## config.mk

```make
export PLATFORM = sky130hd
export DESIGN_NAME = vmicro16_apb_timer
export DESIGN_NICKNAME = d
export VERILOG_FILES = /design/src/rtl/vmicro16_apb_timer.sv
export SDC_FILE = /design/constraint.sdc
export NUM_CORES = 1
export LEC_CHECK = 0
export BUFFER_PORTS_ARGS = -buffer_cell sky130_fd_sc_hd__buf_2
export CAP_MARGIN = 5
export CORE_ASPECT_RATIO = 0.9
export CORE_MARGIN = 2
export CORE_UTILIZATION = 30
export CTS_BUF_LIST = sky130_fd_sc_hd__clkbuf_8
export CTS_CLUSTER_DIAMETER = 40
export DETAILED_ROUTE_END_ITERATION = 12
export GPL_TIMING_DRIVEN = 0
export HOLD_SLACK_MARGIN = 0.15
export SKIP_LAST_GASP = 1
export SLEW_MARGIN = 20
export SYNTH_ARGS = -nofsm -noshare
export SYNTH_HDL_FRONTEND = slang
export SYNTH_SLANG_ARGS = --single-unit
```

## constraint.sdc

```tcl
create_clock -name clk -period 3.35 [get_ports clk]
set_input_delay 0.1675 -clock clk [delete_from_list [all_inputs] [get_ports clk]]
set_output_delay 0.1675 -clock clk [all_outputs]
set_load 0.01 [all_outputs]
```

## src/rtl/vmicro16_apb_timer.sv

```systemverilog
// vmicro16_apb_timer: APB3 completer wrapping a 16-bit down-counting timer with a level irq.
// Defining VMICRO16_TIMER_PRESCALER_EN adds the PRESC register (offset 4) and a tick prescaler.
module vmicro16_apb_timer #(
  parameter int BUS_WIDTH  = 16,
  parameter int ADDR_WIDTH = 4
) (
  input  logic                  clk,
  input  logic                  reset,
  input  logic [ADDR_WIDTH-1:0] S_PADDR,
  input  logic                  S_PWRITE,
  input  logic                  S_PSELx,
  input  logic                  S_PENABLE,
  input  logic [BUS_WIDTH-1:0]  S_PWDATA,
  output logic [BUS_WIDTH-1:0]  S_PRDATA,
  output logic                  S_PREADY,
  output logic                  S_PSLVERR,
  output logic                  irq
);
  localparam logic [2:0]           OFF_CTRL   = 3'd0;
  localparam logic [2:0]           OFF_LOAD   = 3'd1;
  localparam logic [2:0]           OFF_COUNT  = 3'd2;
  localparam logic [2:0]           OFF_STATUS = 3'd3;
  localparam logic [2:0]           OFF_PRESC  = 3'd4;
  localparam logic [BUS_WIDTH-1:0] ZERO       = {BUS_WIDTH{1'b0}};
  localparam logic [BUS_WIDTH-1:0] ONE        = {{(BUS_WIDTH-1){1'b0}}, 1'b1};

  logic [2:0]           ctrl_q, ctrl_d;
  logic [BUS_WIDTH-1:0] load_q, load_d, count_q, count_d, prdata_q, prdata_d;
  logic                 exp_q, exp_d, pready_q, pready_d, pslverr_q, pslverr_d, irq_q, irq_d;
  logic [2:0]           off_s;
  logic                 mapped_s, setup_s, access_s, wr_s, en_clear_s, ps_hit_s, tick_s;
  logic [BUS_WIDTH-1:0] rdata_s, presc_rd_s;
  logic                 paddr_unused_s;

  assign off_s          = S_PADDR[2:0];
  assign paddr_unused_s = ^S_PADDR[ADDR_WIDTH-1:3];
  assign setup_s        = S_PSELx & ~S_PENABLE;
  assign access_s       = S_PSELx & S_PENABLE & pready_q;
  assign wr_s           = access_s & S_PWRITE & mapped_s;
  assign en_clear_s     = wr_s & (off_s == OFF_CTRL) & ~S_PWDATA[0];
  assign tick_s         = ctrl_q[0] & ps_hit_s & ~en_clear_s;

`ifdef VMICRO16_TIMER_PRESCALER_EN
  logic [BUS_WIDTH-1:0] presc_q, presc_d, pscnt_q, pscnt_d;

  assign mapped_s   = (off_s <= OFF_PRESC);
  assign presc_rd_s = presc_q;

  // Prescaler: counts enabled clocks, fires a tick when it reaches PRESC.
  always_comb begin
    presc_d  = presc_q;
    pscnt_d  = pscnt_q;
    ps_hit_s = 1'b0;
    if (!ctrl_q[0]) begin
      pscnt_d = ZERO;
    end else if (pscnt_q == presc_q) begin
      ps_hit_s = 1'b1;
      pscnt_d  = ZERO;
    end else begin
      pscnt_d = pscnt_q + ONE;
    end
    if (wr_s && (off_s == OFF_PRESC)) begin
      presc_d = S_PWDATA;
      pscnt_d = ZERO;
    end else begin
      presc_d = presc_d;
    end
  end

  // Prescaler state registers.
  always_ff @(posedge clk) begin
    if (!reset) begin
      presc_q <= ZERO;
      pscnt_q <= ZERO;
    end else begin
      presc_q <= presc_d;
      pscnt_q <= pscnt_d;
    end
  end
`else
  assign mapped_s   = (off_s <= OFF_STATUS);
  assign presc_rd_s = ZERO;
  assign ps_hit_s   = 1'b1;
`endif

  // Read mux for the setup phase; unmapped offsets read as zero.
  always_comb begin
    case (off_s)
      OFF_CTRL:   rdata_s = {{(BUS_WIDTH-3){1'b0}}, ctrl_q};
      OFF_LOAD:   rdata_s = load_q;
      OFF_COUNT:  rdata_s = count_q;
      OFF_STATUS: rdata_s = {{(BUS_WIDTH-1){1'b0}}, exp_q};
      OFF_PRESC:  rdata_s = presc_rd_s;
      default:    rdata_s = ZERO;
    endcase
  end

  // Timer and register next-state; bus writes are applied after the tick so they win.
  always_comb begin
    ctrl_d  = ctrl_q;
    load_d  = load_q;
    count_d = count_q;
    exp_d   = exp_q;
    if (tick_s) begin
      if (count_q != ZERO) begin
        count_d = count_q - ONE;
      end else if (ctrl_q[1]) begin
        count_d = load_q;
      end else begin
        ctrl_d[0] = 1'b0;
      end
    end else begin
      count_d = count_q;
    end
    if (wr_s) begin
      case (off_s)
        OFF_CTRL:   ctrl_d = S_PWDATA[2:0];
        OFF_LOAD: begin
          load_d  = S_PWDATA;
          count_d = S_PWDATA;
        end
        OFF_STATUS: exp_d = exp_q & ~S_PWDATA[0];
        default:    exp_d = exp_q;
      endcase
    end else begin
      exp_d = exp_q;
    end
    // Expiry overrides a same-cycle W1C.
    if (tick_s && (count_q == ZERO)) begin
      exp_d = 1'b1;
    end else begin
      exp_d = exp_d;
    end
  end

  // APB handshake: setup registers read data and raises PREADY for one access cycle.
  always_comb begin
    pready_d  = setup_s;
    pslverr_d = setup_s & ~mapped_s;
    irq_d     = exp_q & ctrl_q[2];
    if (setup_s) begin
      prdata_d = rdata_s;
    end else begin
      prdata_d = prdata_q;
    end
  end

  // State and output registers with synchronous active-low reset.
  always_ff @(posedge clk) begin
    if (!reset) begin
      ctrl_q    <= 3'd0;
      load_q    <= ZERO;
      count_q   <= ZERO;
      exp_q     <= 1'b0;
      prdata_q  <= ZERO;
      pready_q  <= 1'b0;
      pslverr_q <= 1'b0;
      irq_q     <= 1'b0;
    end else begin
      ctrl_q    <= ctrl_d;
      load_q    <= load_d;
      count_q   <= count_d;
      exp_q     <= exp_d;
      prdata_q  <= prdata_d;
      pready_q  <= pready_d;
      pslverr_q <= pslverr_d;
      irq_q     <= irq_d;
    end
  end

  assign S_PRDATA  = prdata_q;
  assign S_PREADY  = pready_q;
  assign S_PSLVERR = pslverr_q;
  assign irq       = irq_q;
endmodule

```

# Word-level counts from Yosys, hierarchy flattened
# Index checks and enable logic that the tools add are counted.
[totals] input_bits=25 regBits=55 out_inout_bits=19 elab_cells=52
[op_classes] n_addsub=1 n_reduce_logical=9 bitwise=15 muxes=14 n_eq_ne=3 n_lt_le_gt_ge=1
[ops] cell="16-bit 2-to-1 mux" count=5
[ops] cell="16-bit one-hot mux with 4 select lines" count=1
[ops] cell="16-bit logical NOT" count=1
[ops] cell="16-bit nonzero test" count=1
[ops] cell="16-bit by 1-bit subtractor with 16-bit output, second input constant" count=1
[ops] cell="1-bit bitwise AND" count=11
[ops] cell="1-bit 2-to-1 mux" count=8
[ops] cell="3-bit by 2-bit == test with 1-bit output, second input constant" count=2
[ops] cell="2-bit AND reduction" count=3
[ops] cell="1-bit inverter" count=4
[ops] cell="2-bit nonzero test" count=2
[ops] cell="3-bit by 1-bit == test with 1-bit output, second input constant" count=1
[ops] cell="3-bit by 2-bit less-or-equal comparator with 1-bit output, second input constant" count=1
[ops] cell="3-bit logical NOT" count=1
[ops] cell="1-bit logical AND" count=1

# Logic depth before layout (Yosys ltp)
[logic_depth] ltp_word=11 mapped_depth=8 ltp_nobuf=7

# Worst setup path before layout
# No wires, ideal clock.
[synth_path] path_kind="reg2reg" startpoint="register count_q[0]" endpoint="register count_q[10]" n_path_buf=0 setup_ns=0.059 required_ns=3.291 stages_incl_launch_ff=8 path_slack_ns=1.316 synth_period_minus_slack_ns=2.034 arrival_time_ns=1.975 cell_sequence="dfxtp_1 inv_1 ha_1 or4b_4 or2_4 o32a_1 o31ai_2 a22o_1"
[synth_between] elab_chain_cells=5 word_cells_on_any_way=6 cone_classes="add/sub (1); mux (4); reduce/logical (1)"
[synth_rtl] item="start: declaration" line="28" text="logic [BUS_WIDTH-1:0] load_q, load_d, count_q, count_d, prdata_q, prdata_d;"
[synth_rtl] item="start signal: assignment" line="162" text="count_q <= count_d;"
[synth_rtl] item="16-bit by 1-bit subtractor with 16-bit output or 16-bit nonzero test (tied branches)" line="106, 105"
[synth_rtl] item="16-bit 2-to-1 mux (*)" line="105" text="if (count_q != ZERO) begin"
[synth_rtl] item="16-bit 2-to-1 mux (*)" line="104" text="if (tick_s) begin"
[synth_rtl] item="16-bit 2-to-1 mux" line="116" text="case (off_s)"
[synth_rtl] item="16-bit 2-to-1 mux (*)" line="115" text="if (wr_s) begin"
# Every way passes the cells marked *; elsewhere a longest branch is shown, timed or not.
# A chain may end at the register's enable or synchronous reset.

# Worst setup path in the final report
[layout_path] startpoint="register count_q[0]" endpoint="register count_q[4]"
# The elaborated chain is that of the path after synthesis.

==> impl_metrics.json <==
{
  "status": "finished clean",
  "dieArea_um2": 10600,
  "vias_per_cell": 5.60,
  "h-tree-depth": 2,
  "io_pins": 44,
  "grt_pass1_wl_mm": 16.4,
  "cpPeakStageDelay_ps": 520,
  "arrival_ps": 2570,
  "yosysTopAreaCell": "dfxtp_1",
  "grt_max_degree": 16,
  "core_um2": 9610,
  "cts_hold_buffers": 16,
  "slew_viol_final": 0,
  "overflow": 0,
  "rsz0062_at_grt": "false",
  "fin_area_um2": 3540,
  "fin_skew_ps": 7.54,
  "synth.top_cells.by_count": "dfxtp_1 (55), nand2_1 (53), a21oi_1 (33), nor2_1 (33)",
  "syn_avg_cell_area_um2": 8.03,
  "syn_area_um2": 2940,
  "r2r-end": "count_q[4]",
  "reg2reg_slack_ps": 980,
  "drtIter0Drc": 264,
  "drtPass1Iterations": 5,
  "finalSetupViolCount": 0,
  "place_area_um2": 3300,
  "r2r_cells": 7,
  "synthTopCellsByArea": "dfxtp_1 (37%), nand2_1 (6.8%), a21oi_1 (5.6%), a22o_1 (4.5%), nor2_1 (4.2%)",
  "crit_type": "flip-flop to flip-flop",
  "cap_viol_max_count": 0,
  "synth_edf_count": 0,
  "postCtsSetupBuffers": 0,
  "drt-total-wl_mm": 10.2,
  "yosysWarnings": 0,
  "yosys.area.top_type_share_pct": 37.5,
  "clock.fmax_mhz": 422,
  "seqCellArea_um2": 1100,
  "worstPathCellList": "inv_1 > ha_1 > nor4b_2 > nand2_1 > nor2_2 > a21oi_1 > a32o_1",
  "setup_tns_ps": 0,
  "min_path_cells": 3,
  "use_met3_pct": 3.20,
  "wire_per_inst_um": 18.4,
  "multi_input_area_um2": 1690,
  "diodes": 0,
  "grt_util_met1_pct": 28.8,
  "drt.antenna.violating_nets": 0,
  "r2r_start": "count_q[0]",
  "grt_pass1_vias": 3034,
  "grt_usage_pct": 19.9,
  "rows": 34,
  "ys.flop_type": "dfxtp_1",
  "fin_nets": 456,
  "fin_crit_ps": 2370,
  "fillCellCount": 1068,
  "crit_slowest_cell": "nor4b_2",
  "hold_end": "ctrl_q[0]",
  "placed_cells": 532,
  "slew_headroom_pct": 35.5,
  "final_cells": 556,
  "post-synth-top-count-cell": "dfxtp_1",
  "setup_slack_ps": 981,
  "cts_root_buf": "clkbuf_8",
  "async_reset_ff_share_pct": 0,
  "die_h_um": 97.9,
  "clkTransAtPathRegs_ps": 100,
  "cts_tree": "yes",
  "synthToLayoutAreaGrowth_pct": 20.6,
  "insertion_delay_ps": 300,
  "gp_congestion": 1.03,
  "power_leakage_nw": 1.34,
  "io_buffers": 40,
  "yosysUniqueCellTypes": 64,
  "worst-slew-pin-transition_ps": 964,
  "hold_class": "input port to flip-flop",
  "power.total_w": 0.00110,
  "use_met2_pct": 30.7,
  "ys_seq_area_share_pct": 37.5,
  "hpwl_mm": 7.55,
  "netlist_instances": 366,
  "yosys_register_bits": 55,
  "grt_busiest_layer": "met2",
  "num_vias": 3116,
  "cts_max_path_buffers": 2,
  "ir_drop_mv": 0.159,
  "antenna_found_initial": 0,
  "hold_viol": 0,
  "syn_nets": 393,
  "fin_crit_sh_pct": 70.7,
  "power_density_nw_per_um2": 310,
  "cts_made_buffers": 5,
  "initial_core_util_pct": 30.6,
  "cts.sinks": 55,
  "critPathCaptureType": "flip-flop",
  "critPathMaxFanout": 7,
  "hp-start": "S_PWDATA[0]",
  "drive_gt1_share_pct": 15.8,
  "required_ps": 3550,
  "cts_resized": 0,
  "drc": 0,
  "die-width_um": 108,
  "critPathLaunchType": "flip-flop",
  "dp_slack_ps": 684
}
-- state kept, by name, indices dropped and copies added, names as in the netlist --
name,count
S_PRDATA,16
load_q,16
irq,1
exp_q,1
count_q,16
S_PREADY,1
S_PSLVERR,1
ctrl_q,3
-- cell families after synthesis --
group                    Yosys count  share of synthesized area (%)
AO/OA/AOI/OAI                    114                           27.5
adder cells (fa/ha/maj)            2                          0.852
buffers and inverters             34                           5.07
flip-flops                        55                           37.5
multiplexers                       7                           2.81
AND/OR/NAND/NOR                  154                           26.3
-- power breakdown --
group / switching, W / leakage (nW) / internal, W
clock: 0.000214 / 0.0505 / 0.000142
combinational: 0.0000537 / 0.847 / 0.0000339
sequential: 0.00000102 / 0.443 / 0.000655
-- cells in the final DEF (no fill, tap or decap), drive strengths merged, types with 3 or more instances in the layout --
cell,netlist,layout
a32o,3,3
dlygate4sd3,0,16
a31oi,3,3
a21oi,33,33
o211ai,4,4
a22oi,16,16
o21ai,12,12
or3,4,4
or2,3,3
nand2,54,54
nor2b,3,3
buf,9,49
nand4,5,5
a22o,16,16
nor2,34,34
and3,5,5
dfxtp,55,55
nor4b,3,3
nor4,7,7
o31ai,7,7
clkbuf,16,21
mux2i,6,6
nor3,11,11
nand3,12,12
inv,8,10
-- worst max-delay path, delay by kind of cell (launching register included) --
kind,cells,cell delay [ps]
and+or+nand+nor,3,1150
DFF,1,390
AOI/OAI and AO/OA,2,370
adders and majority gates,1,210
buffers and inverters,1,140
-- layout make-up --
type,instances,area share [%]
Multi-Input combinational cell,277,47.8
Sequential cell,55,31.1
Timing Repair Buffer,56,10.2
Tap cell,126,4.45
Buffer,25,3.25
Clock buffer,5,1.94
Inverter,9,0.953
Clock inverter,3,0.353
-- how the worst max path moves through the flow --
stage                     from          end  slack [ps]  depth (start not counted)
global route        count_q[0]   count_q[4]         840                          7
CTS                 count_q[0]   count_q[4]         650                          7
finish              count_q[0]   count_q[4]         980                          7
global placement    count_q[0]   count_q[4]         560                          7
detailed placement  count_q[0]   count_q[4]         680                          7
floorplan           count_q[0]  count_q[10]        1320                          7
-- metrics by stage --
stage               utilization, %  hold WS (ps)
floorplan                        -           276
global placement              34.3           391
detailed placement            34.3           391
CTS                           36.8           154
global route                  36.9           185
finish                        36.9           167
-- routing by layer --
metal	wire length (µm)	up-vias
met5	0	-
met4	202	0
met3	621	15
met2	4530	117
met1	4890	1499
li1	-	1485
(Power assumes the default switching activity.)
